### src/rtl/enemy_pkg.sv
// Shared constants and types for the enemy collision path: edge/direction
// codes, default sprite geometry and the collision FSM state type.
package enemy_pkg;

    // One-hot edge codes; the motion FSM uses the same encoding for direction.
    localparam logic [3:0] TOP    = 4'b0100;
    localparam logic [3:0] RIGHT  = 4'b0010;
    localparam logic [3:0] LEFT   = 4'b1000;
    localparam logic [3:0] BOTTOM = 4'b0001;
    localparam logic [3:0] NONE   = 4'b0000;

    localparam int SPRITE_WIDTH  = 32;
    localparam int SPRITE_HEIGHT = 32;
    localparam int EDGE_DEPTH    = 8;
    localparam int KILL_COUNT    = 16;

    localparam int KILL_CNT_W = 10;

    typedef enum logic [1:0] {
        IDLE_ST    = 2'd0,
        SCAN_ST    = 2'd1,
        LATCHED_ST = 2'd2,
        DEAD_ST    = 2'd3
    } state_t;

endpackage

### src/rtl/edge_code_calc.sv
// Combinational edge classifier: which edge band of the sprite the current
// pixel lies in, masked by the direction of motion (one-hot result).
module edge_code_calc
    import enemy_pkg::*;
#(
    parameter int WIDTH     = SPRITE_WIDTH,
    parameter int HEIGHT    = SPRITE_HEIGHT,
    parameter int EDGE_BAND = EDGE_DEPTH
) (
    input  logic [10:0]        pixel_x,
    input  logic [10:0]        pixel_y,
    input  logic signed [10:0] top_left_x,
    input  logic signed [10:0] top_left_y,
    input  logic [3:0]         direction,
    output logic [3:0]         code
);

    localparam logic [10:0] W_LIM   = 11'(WIDTH);
    localparam logic [10:0] H_LIM   = 11'(HEIGHT);
    localparam logic [10:0] BAND    = 11'(EDGE_BAND);
    localparam logic [10:0] R_START = 11'(WIDTH - EDGE_BAND);
    localparam logic [10:0] B_START = 11'(HEIGHT - EDGE_BAND);

    logic [10:0] off_x;
    logic [10:0] off_y;
    logic        in_x;
    logic        in_y;
    logic [3:0]  raw;

    // Two's-complement wrap gives the signed offset; bit 10 is its sign.
    assign off_x = pixel_x - $unsigned(top_left_x);
    assign off_y = pixel_y - $unsigned(top_left_y);

    assign in_x = !off_x[10] && (off_x < W_LIM);
    assign in_y = !off_y[10] && (off_y < H_LIM);

    // NOTE: every combinationally assigned variable gets a default first so
    // no path leaves it unassigned and no latch is inferred.
    always_comb begin
        raw = NONE;
        if (in_x && in_y) begin
            if (off_x <  BAND)    raw = raw | LEFT;
            if (off_x >= R_START) raw = raw | RIGHT;
            if (off_y <  BAND)    raw = raw | TOP;
            if (off_y >= B_START) raw = raw | BOTTOM;
        end
    end

    assign code = raw & direction;

endmodule

### src/rtl/enemy_collision_detector.sv
// Per-frame collision front end for one enemy: first blocking wall hit of a
// frame (pulse + held edge code) and a sticky kill flag from explosion overlap.
module enemy_collision_detector
    import enemy_pkg::*;
#(
    parameter int OBJECT_WIDTH_X = SPRITE_WIDTH,
    parameter int OBJECT_HIGHT_Y = SPRITE_HEIGHT,
    parameter int EDGE_BAND      = EDGE_DEPTH,
    parameter int KILL_PIXELS    = KILL_COUNT
) (
    input  logic               clk,
    input  logic               reset,
    input  logic               startOfFrame,
    input  logic               game_on,
    input  logic [10:0]        pixelX,
    input  logic [10:0]        pixelY,
    input  logic signed [10:0] topLeftX,
    input  logic signed [10:0] topLeftY,
    input  logic [3:0]         direction,
    input  logic               enemyDR,
    input  logic               wallDR,
    input  logic               explosionDR,
    output logic               collision,
    output logic [3:0]         HitEdgeCode,
    output logic               enemy_killed
);

    localparam logic [KILL_CNT_W-1:0] KILL_LIMIT = KILL_CNT_W'(KILL_PIXELS);
    localparam logic [KILL_CNT_W-1:0] CNT_MAX    = '1;

    logic [3:0] edge_code;

    edge_code_calc #(
        .WIDTH     (OBJECT_WIDTH_X),
        .HEIGHT    (OBJECT_HIGHT_Y),
        .EDGE_BAND (EDGE_BAND)
    ) u_edge_code_calc (
        .pixel_x    (pixelX),
        .pixel_y    (pixelY),
        .top_left_x (topLeftX),
        .top_left_y (topLeftY),
        .direction  (direction),
        .code       (edge_code)
    );

    logic       enemy_q;
    logic       wall_q;
    logic       expl_q;
    logic [3:0] code_q;

    state_t                state;
    logic [KILL_CNT_W-1:0] kill_cnt;

    logic                  block_hit_q;
    logic                  expl_hit_q;
    logic [KILL_CNT_W-1:0] kill_cnt_next;
    logic                  kill_reached;

    assign block_hit_q = enemy_q && wall_q && (code_q != NONE);
    assign expl_hit_q  = enemy_q && expl_q;

    always_comb begin
        kill_cnt_next = kill_cnt;
        if (expl_hit_q && (kill_cnt != CNT_MAX))
            kill_cnt_next = kill_cnt + 1'b1;
    end

    assign kill_reached = (kill_cnt_next >= KILL_LIMIT);

    // NOTE: sequential state uses non-blocking assignments so every register
    // samples pre-edge values regardless of statement order.
    always_ff @(posedge clk) begin
        if (reset) begin
            enemy_q      <= 1'b0;
            wall_q       <= 1'b0;
            expl_q       <= 1'b0;
            code_q       <= NONE;
            state        <= IDLE_ST;
            kill_cnt     <= '0;
            collision    <= 1'b0;
            HitEdgeCode  <= NONE;
            enemy_killed <= 1'b0;
        end else begin
            enemy_q   <= enemyDR;
            wall_q    <= wallDR;
            expl_q    <= explosionDR;
            code_q    <= edge_code;
            collision <= 1'b0;

            if (!game_on) begin
                state        <= IDLE_ST;
                kill_cnt     <= '0;
                HitEdgeCode  <= NONE;
                enemy_killed <= 1'b0;
            end else begin
                unique case (state)
                    IDLE_ST: begin
                        kill_cnt    <= '0;
                        HitEdgeCode <= NONE;
                        state       <= SCAN_ST;
                    end

                    SCAN_ST, LATCHED_ST: begin
                        // Frame boundary discards whatever pixel is in the stage.
                        if (startOfFrame) begin
                            kill_cnt    <= '0;
                            HitEdgeCode <= NONE;
                            state       <= SCAN_ST;
                        end else if (kill_reached) begin
                            kill_cnt     <= kill_cnt_next;
                            HitEdgeCode  <= NONE;
                            enemy_killed <= 1'b1;
                            state        <= DEAD_ST;
                        end else begin
                            kill_cnt <= kill_cnt_next;
                            if (state == SCAN_ST && block_hit_q) begin
                                collision   <= 1'b1;
                                HitEdgeCode <= code_q;
                                state       <= LATCHED_ST;
                            end
                        end
                    end

                    DEAD_ST: begin
                        HitEdgeCode <= NONE;
                    end

                    default: begin
                        state <= IDLE_ST;
                    end
                endcase
            end
        end
    end

    hit_code_onehot: assert property (@(posedge clk) disable iff (reset)
        $onehot0(HitEdgeCode));

    pulse_only_on_entry: assert property (@(posedge clk) disable iff (reset)
        collision |-> (state == LATCHED_ST) && (HitEdgeCode != NONE));

endmodule
### config.mk
export PLATFORM = sky130hd
export DESIGN_NAME = enemy_collision_detector
export DESIGN_NICKNAME = d
export VERILOG_FILES = /design/src/rtl/enemy_pkg.sv /design/src/rtl/edge_code_calc.sv /design/src/rtl/enemy_collision_detector.sv
export SDC_FILE = /design/constraint.sdc
export NUM_CORES = 1
export LEC_CHECK = 0
export ABC_CLOCK_PERIOD_IN_PS = 2400
export CAP_MARGIN = 30
export CORE_AREA = 5 5 61 103
export CTS_CLUSTER_SIZE = 24
export DETAILED_ROUTE_END_ITERATION = 16
export DIE_AREA = 0 0 66 108
export PLACE_DENSITY = 0.72
export SETUP_SLACK_MARGIN = 0.1
export SYNTH_ARGS = -nofsm -noshare
export SYNTH_HDL_FRONTEND = slang
export SYNTH_SLANG_ARGS = --single-unit
### constraint.sdc
create_clock -name clk -period 2.4 [get_ports clk]
set_input_delay 0.48 -clock clk [delete_from_list [all_inputs] [get_ports clk]]
set_output_delay 0.48 -clock clk [all_outputs]
set_load 0.02 [all_outputs]
==> results.json, run 1 <==
{
  "outcome": "complete, no violations",
  "syn-num-nets": 377,
  "wl_met1_um": 2710,
  "wl_met2_um": 4480,
  "finalCriticalPeriod_ps": 2340,
  "tns_ps": 0,
  "root_buffer": "clkbuf_8",
  "required_ps": 2590,
  "pwr-share-comb_pct": 49.2,
  "grt_antenna_before_repair": 0,
  "pre_cts_slack_ps": -585,
  "clock.fmax_ghz": 0.428,
  "cts_made_buffers": 3,
  "final_nets": 503,
  "vias_per_cell": 5.58,
  "cp-start-kind": "input port",
  "ff2ff_setup_slack_ps": 150,
  "clkTransAtPathRegs_ps": 80,
  "mostFrequentLayoutCells": "buf_4, clkdlybuf4s50_1, nor2_1",
  "hold_violations": 0,
  "path_cells": "clkdlybuf4s50_1 > inv_1 > ha_2 > inv_1 > nor2_2 > o221ai_2 > nand3b_1 > nand4_1 > nor4_4",
  "rsz0062_at_grt": "yes",
  "htree_levels": 1,
  "drcViolationCount": 0,
  "routed_wl_um": 7770,
  "grt_usage_pct": 20.3,
  "worstSetupPathType": "input port to flop",
  "async_flop_share_pct": 0,
  "place_hpwl_um": 5660,
  "numPortBuffers": 60,
  "synth_top_area_cell": "dfxtp_1",
  "synth.area.top_cells": "dfxtp_1, ha_1, inv_1",
  "grt_max_degree": 14,
  "drtIter0Drc": 121,
  "clk_path_buf_depth": 2,
  "initial_utilization_pct": 42.6,
  "clk_latency_ps": 270,
  "first_pass_iters": 5,
  "top_layer": "met4",
  "synth_top_area_share_pct": 22.2,
  "clkPwrFrac_pct": 18.7,
  "power.leakage_nw": 1.68,
  "num_rows": 35,
  "ctsHoldBuffers": 0,
  "final_common_cell": "buf_4",
  "ios": 61,
  "dieHeight_um": 108,
  "cts_tree": "yes",
  "whs_path_depth": 2,
  "cp_max_fo": 4,
  "synth_cell_types": 55,
  "fin_cells": 495,
  "clock-sinks": 25,
  "power_switching_uw": 425,
  "min_period_over_period_pct": 97.3,
  "final-setup-viol-count": 0,
  "n_antenna_cell": 0,
  "synthXorXnorAreaFrac_pct": 3.11,
  "ys_ff_latch": 25,
  "reg2reg_depth": 7,
  "crit_path_frequent_cell": "inv_1",
  "yosys.area_share.simple_pct": 26.8,
  "power_per_cell_area_mw_per_mm2": 332,
  "grt_pass1_wl_um": 11600,
  "switching_share_pct": 32.4,
  "p_seq_share_pct": 32.1,
  "drv_slew": 0,
  "drv_cap": 0,
  "cp-end-kind": "flop",
  "dieArea_mm2": 0.00713,
  "synth_compound_area_share_pct": 24.4,
  "synthToLayoutAreaGrowth_pct": 75.4,
  "synthFlopType": "dfxtp_1",
  "vias": 2761,
  "wl_per_cell_um": 15.7,
  "drive_above_1_share_pct": 38.0,
  "grt_pass1_vias": 2832,
  "syn_area_mm2": 0.00226,
  "skew_ps": 2.20,
  "ant_nets": 0,
  "worst_slack_ps": 64.6,
  "met3_length_um": 241,
  "syn_inst": 296,
  "synth.area.mux_share_pct": 2.77,
  "synth-adder-area-share_pct": 15.1,
  "critPathSlowestCell": "clkdlybuf4s50_1",
  "grt-ovfl-total": 0,
  "relSlewSlack_pct": 60.6,
  "p_int_uw": 889,
  "yosys_warnings": 0,
  "synth-edff-count": 0,
  "die_w_um": 66,
  "synth_top_family_by_area": "simple AND/OR/NAND/NOR gates",
  "place_congestion": 0.955,
  "tightest_slew_ps": 588,
  "arrival_ps": 2520,
  "cp_slowest_stage_delay_ps": 460,
  "synth_seq_area_share_pct": 22.2,
  "dp_cells": 477,
  "core_mm2": 0.00530,
  "hold_class": "flop to flop",
  "postSynthAreaPerCell_um2": 7.62,
  "peakVddDrop_v": 0.000176
}
## sequential cells by signal, summed over array words and instances (netlist names)
| name | count |
|---|---|
| kill_cnt | 10 |
| HitEdgeCode | 4 |
| code_q | 4 |
| state | 2 |
| collision | 1 |
| enemy_killed | 1 |
| enemy_q | 1 |
| expl_q | 1 |
| wall_q | 1 |
## worst max-delay path: cells and delay by family
family | cells | cell delay [ps]
simple gates | 4 | 950
buf+inv | 3 | 610
fa+ha+maj | 1 | 350
compound gates | 1 | 120
## stage by stage
stage | util (%) | total power, mW | hold WS [ps] | instance area (um2)
2_1_floorplan | - | 0.674 | 448 | 2260
3_3_place_gp | 62.7 | 0.896 | 434 | 3320
6_report | 74.7 | 1.31 | 450 | 3960
3_5_place_dp | 62.7 | 0.901 | 441 | 3320
4_1_cts | 68.1 | 1.22 | 454 | 3610
5_1_grt | 74.7 | 1.39 | 468 | 3960
## worst paths after layout
| check | from | to |
|---|---|---|
| min | enemy_killed$_SDFFE_PP0P_ | enemy_killed$_SDFFE_PP0P_ |
| max reg2reg | kill_cnt[0]$_SDFFE_PP0N_ | state[0]$_SDFFE_PP0P_ |
| min reg2reg | enemy_killed$_SDFFE_PP0P_ | enemy_killed$_SDFFE_PP0P_ |
| max | topLeftX[5] | code_q[3]$_SDFF_PP0_ |
## cells by family after synthesis
family,count (synthesis)
AO/OA/AOI/OAI,85
XOR/XNOR,8
adder cells (fa/ha/maj),26
buffers and inverters,34
flip-flops,25
multiplexers,6
AND/OR/NAND/NOR,112
## synth_stat cells (4+ instances only)
library cell and instances:
nand2_1 19, o21ai_0 22, nor2b_1 9, nand3_1 8, xnor2_1 4, ha_1 24, nor4_1 6, a211o_1 4
nor3_1 7, nor2_1 27, inv_1 31, dfxtp_1 25, a31oi_1 5, a21oi_1 21, or3_1 4, mux2i_1 4
a21o_1 4, nand4_1 7, a22oi_1 4, xor2_1 4, o31a_1 4
## repair_timing
action / CTS / global route
endpoints found under the setup margin: 5 / 10
pin swaps: 30 / 41
gates resized for setup: 66 / 74
setup buffers: 10 / 4
## final cells by class
class	instances	area, um2
Timing Repair Buffer	124	1090
Inverter	31	119
Tap cell	74	92.6
Multi-Input combinational cell	237	2100
Clock buffer	4	45.0
Sequential cell	25	510
Fill cell	404	1340
## power groups by stage
stage	clock (mW)	combinational (mW)	sequential, mW
after floorplan	0	0.243	0.431
after global placement	0	0.464	0.432
after detailed placement	0	0.469	0.432
after CTS	0.254	0.542	0.422
after global routing	0.265	0.699	0.422
final	0.246	0.647	0.421
## layer usage
layer	vias up	global-route usage [%]
met5	-	0
met4	0	12.8
met3	33	1.46
met2	85	41.6
met1	1306	18.0
li1	1337	-
(Power assumes the default switching activity.)
==> inputs of run 2 (changes only) <==
--- a/config.mk
+++ b/config.mk
@@ -11,6 +11,7 @@
 export CTS_CLUSTER_SIZE = 24
 export DETAILED_ROUTE_END_ITERATION = 16
 export DIE_AREA = 0 0 66 108
+export GPL_TIMING_DRIVEN = 0
 export PLACE_DENSITY = 0.72
 export SETUP_SLACK_MARGIN = 0.1
 export SYNTH_ARGS = -nofsm -noshare
==> run 2 against run 1 <==
Effect of this change: utilization shrank 6.5 points; cell area shrank 8.7%; setup slack lost 4.5 ps; first-iteration DRC count grew 16%; die area is the same; clock-buffer cell count shrank 1; largest power group unchanged; sequential cell count is the same; wire length shrank 6.7%.
==> results.json, run 2 (synthesis results as in run 1) <==
{
  "p_seq_share_pct": 34.2,
  "drive_above_1_share_pct": 32.0,
  "cp-start-kind": "input port",
  "p_int_uw": 818,
  "grt-ovfl-total": 0,
  "root_buffer": "clkbuf_8",
  "worst_slack_ps": 60.1,
  "worstSetupPathType": "input port to flop",
  "peakVddDrop_v": 0.000193,
  "cp_num_buf_inv": 1,
  "post-route-util_pct": 68.2,
  "min_period_over_period_pct": 97.5,
  "clk_path_buf_depth": 2,
  "vias_per_cell": 5.67,
  "cp_max_fo": 4,
  "outcome": "complete, no violations",
  "first_pass_iters": 4,
  "wl_per_cell_um": 15.9,
  "num_rows": 35,
  "clock.fmax_ghz": 0.427,
  "tightest_slew_ps": 670,
  "htree_levels": 1,
  "synthToLayoutAreaGrowth_pct": 60.1,
  "largest_register_ff_count": 10,
  "final_nets": 463,
  "switching_share_pct": 33.2,
  "clkTransAtPathRegs_ps": 90,
  "path_cells": "clkdlybuf4s50_1 > ha_4 > nor3b_1 > a311oi_1 > o211ai_1 > nor3b_2 > nand4_1 > nor4_1",
  "vias": 2580,
  "clock-sinks": 25,
  "die_w_um": 66,
  "drtIter0Drc": 140,
  "worst_path_dominant_cell_family": "simple AND/OR/NAND/NOR gates",
  "hold_violations": 0,
  "required_ps": 2590,
  "power_per_cell_area_mw_per_mm2": 339,
  "grt_pass1_wl_um": 10800,
  "largestRegisters": "kill_cnt x10, HitEdgeCode x4, code_q x4",
  "final-setup-viol-count": 0,
  "place_congestion": 0.894,
  "mostFrequentLayoutCells": "clkdlybuf4s50_1, nor2_1, buf_4",
  "relSlewSlack_pct": 55.1,
  "clk_latency_ps": 280,
  "core_mm2": 0.00530,
  "cp_slowest_stage_delay_ps": 440,
  "ant_nets": 0,
  "grt_max_degree": 15,
  "skew_ps": 7.47,
  "clkPwrFrac_pct": 20.8,
  "final_common_cell": "clkdlybuf4s50_1",
  "whs_ps": 454,
  "critPathSlowestCell": "clkdlybuf4s50_1",
  "ios": 61,
  "grt_usage_pct": 19.0,
  "cts_tree": "yes",
  "power.leakage_nw": 1.40,
  "dieHeight_um": 108,
  "drcViolationCount": 0,
  "cp-end-kind": "flop",
  "pwr-share-comb_pct": 45.1,
  "rsz0062_at_grt": "yes",
  "pre_cts_slack_ps": -690,
  "numPortBuffers": 60,
  "cts_made_buffers": 3,
  "ctsHoldBuffers": 0,
  "grt_antenna_before_repair": 0,
  "n_antenna_cell": 0,
  "routed_wl_um": 7260,
  "grt_pass1_vias": 2567,
  "dieArea_mm2": 0.00713,
  "initial_utilization_pct": 42.6,
  "arrival_ps": 2530,
  "drv_cap": 0,
  "finalCriticalPeriod_ps": 2340,
  "top_register": "kill_cnt",
  "power_switching_uw": 407,
  "place_hpwl_um": 5020,
  "hold_class": "flop to flop",
  "drv_slew": 0
}
run 2: changes by cell type in the layout (fill, tap and decap cells not counted), sizes merged:
cell	change
clkdlybuf4s50	-3
buf	-42
dlygate4sd2	+6
clkinv	+1
dlymetal6s2s	-6
clkbuf	+3
clkdlybuf4s15	+1
run 2: area by class of cell:
type,count,area (um2)
buffer,3,11.3
fill,424,1690
timing repair buffer,81,726
clock inverter,1,5.00
sequential,25,517
multi-input combinational,237,2100
clock buffer,3,41.3
tap,74,92.6
inverter,31,119
run 2: per-stage QoR:
| step | cells | area (um2) | power, mW | setup TNS (ps) |
|---|---|---|---|---|
| 3_3_place_gp | 430 | 2960 | 0.817 | -2700 |
| 4_1_cts | 446 | 3430 | 1.17 | 0 |
| 5_1_grt | 455 | 3610 | 1.29 | -112 |
| 6_report | 455 | 3610 | 1.23 | 0 |
| 2_1_floorplan | 296 | 2260 | 0.674 | 0 |
| 3_5_place_dp | 430 | 2960 | 0.822 | -2940 |
run 2: final timing paths:
| path | startpoint | slack (ps) | endpoint | cells past startpoint |
|---|---|---|---|---|
| worst min-delay path | enemy_killed$_SDFFE_PP0P_ | 450 | enemy_killed$_SDFFE_PP0P_ | 2 |
| worst max register to register | kill_cnt[1]$_SDFFE_PP0N_ | 180 | state[0]$_SDFFE_PP0P_ | 7 |
| worst max-delay path | pixelY[8] | 60 | code_q[2]$_SDFF_PP0_ | 8 |
| worst min register to register | enemy_killed$_SDFFE_PP0P_ | 450 | enemy_killed$_SDFFE_PP0P_ | 2 |
run 2: repair_timing:
item                       CTS  global route
gates resized for setup    107            43
setup endpoints to repair   11            10
hold endpoints to repair     0             0
gates cloned                 0             0
pin swaps                   44            33
setup buffers               12             9
run 2: metal layers:
metal	vias to the layer above	wire [um]	track usage (%)	share of wire (%)
li1	1253	-	-	-
met1	1213	2550	17.6	35
met2	89	4170	39.4	57
met3	25	315	2.18	4.3
met4	0	219	7.70	3.0
met5	-	0	0	0
run 2: power by group through the flow:
stage | registers, mW | clock network, mW | logic (mW)
final | 0.419 | 0.254 | 0.553
after global routing | 0.419 | 0.277 | 0.597
after CTS | 0.420 | 0.258 | 0.489
after detailed placement | 0.432 | 0 | 0.390
after global placement | 0.432 | 0 | 0.385
after floorplan | 0.431 | 0 | 0.243
run 2: tightest hold or removal path, cell delays in order, from the launching register on:
cell and delay (ps):
dfxtp_1 320, inv_1 50, a21oi_1 50
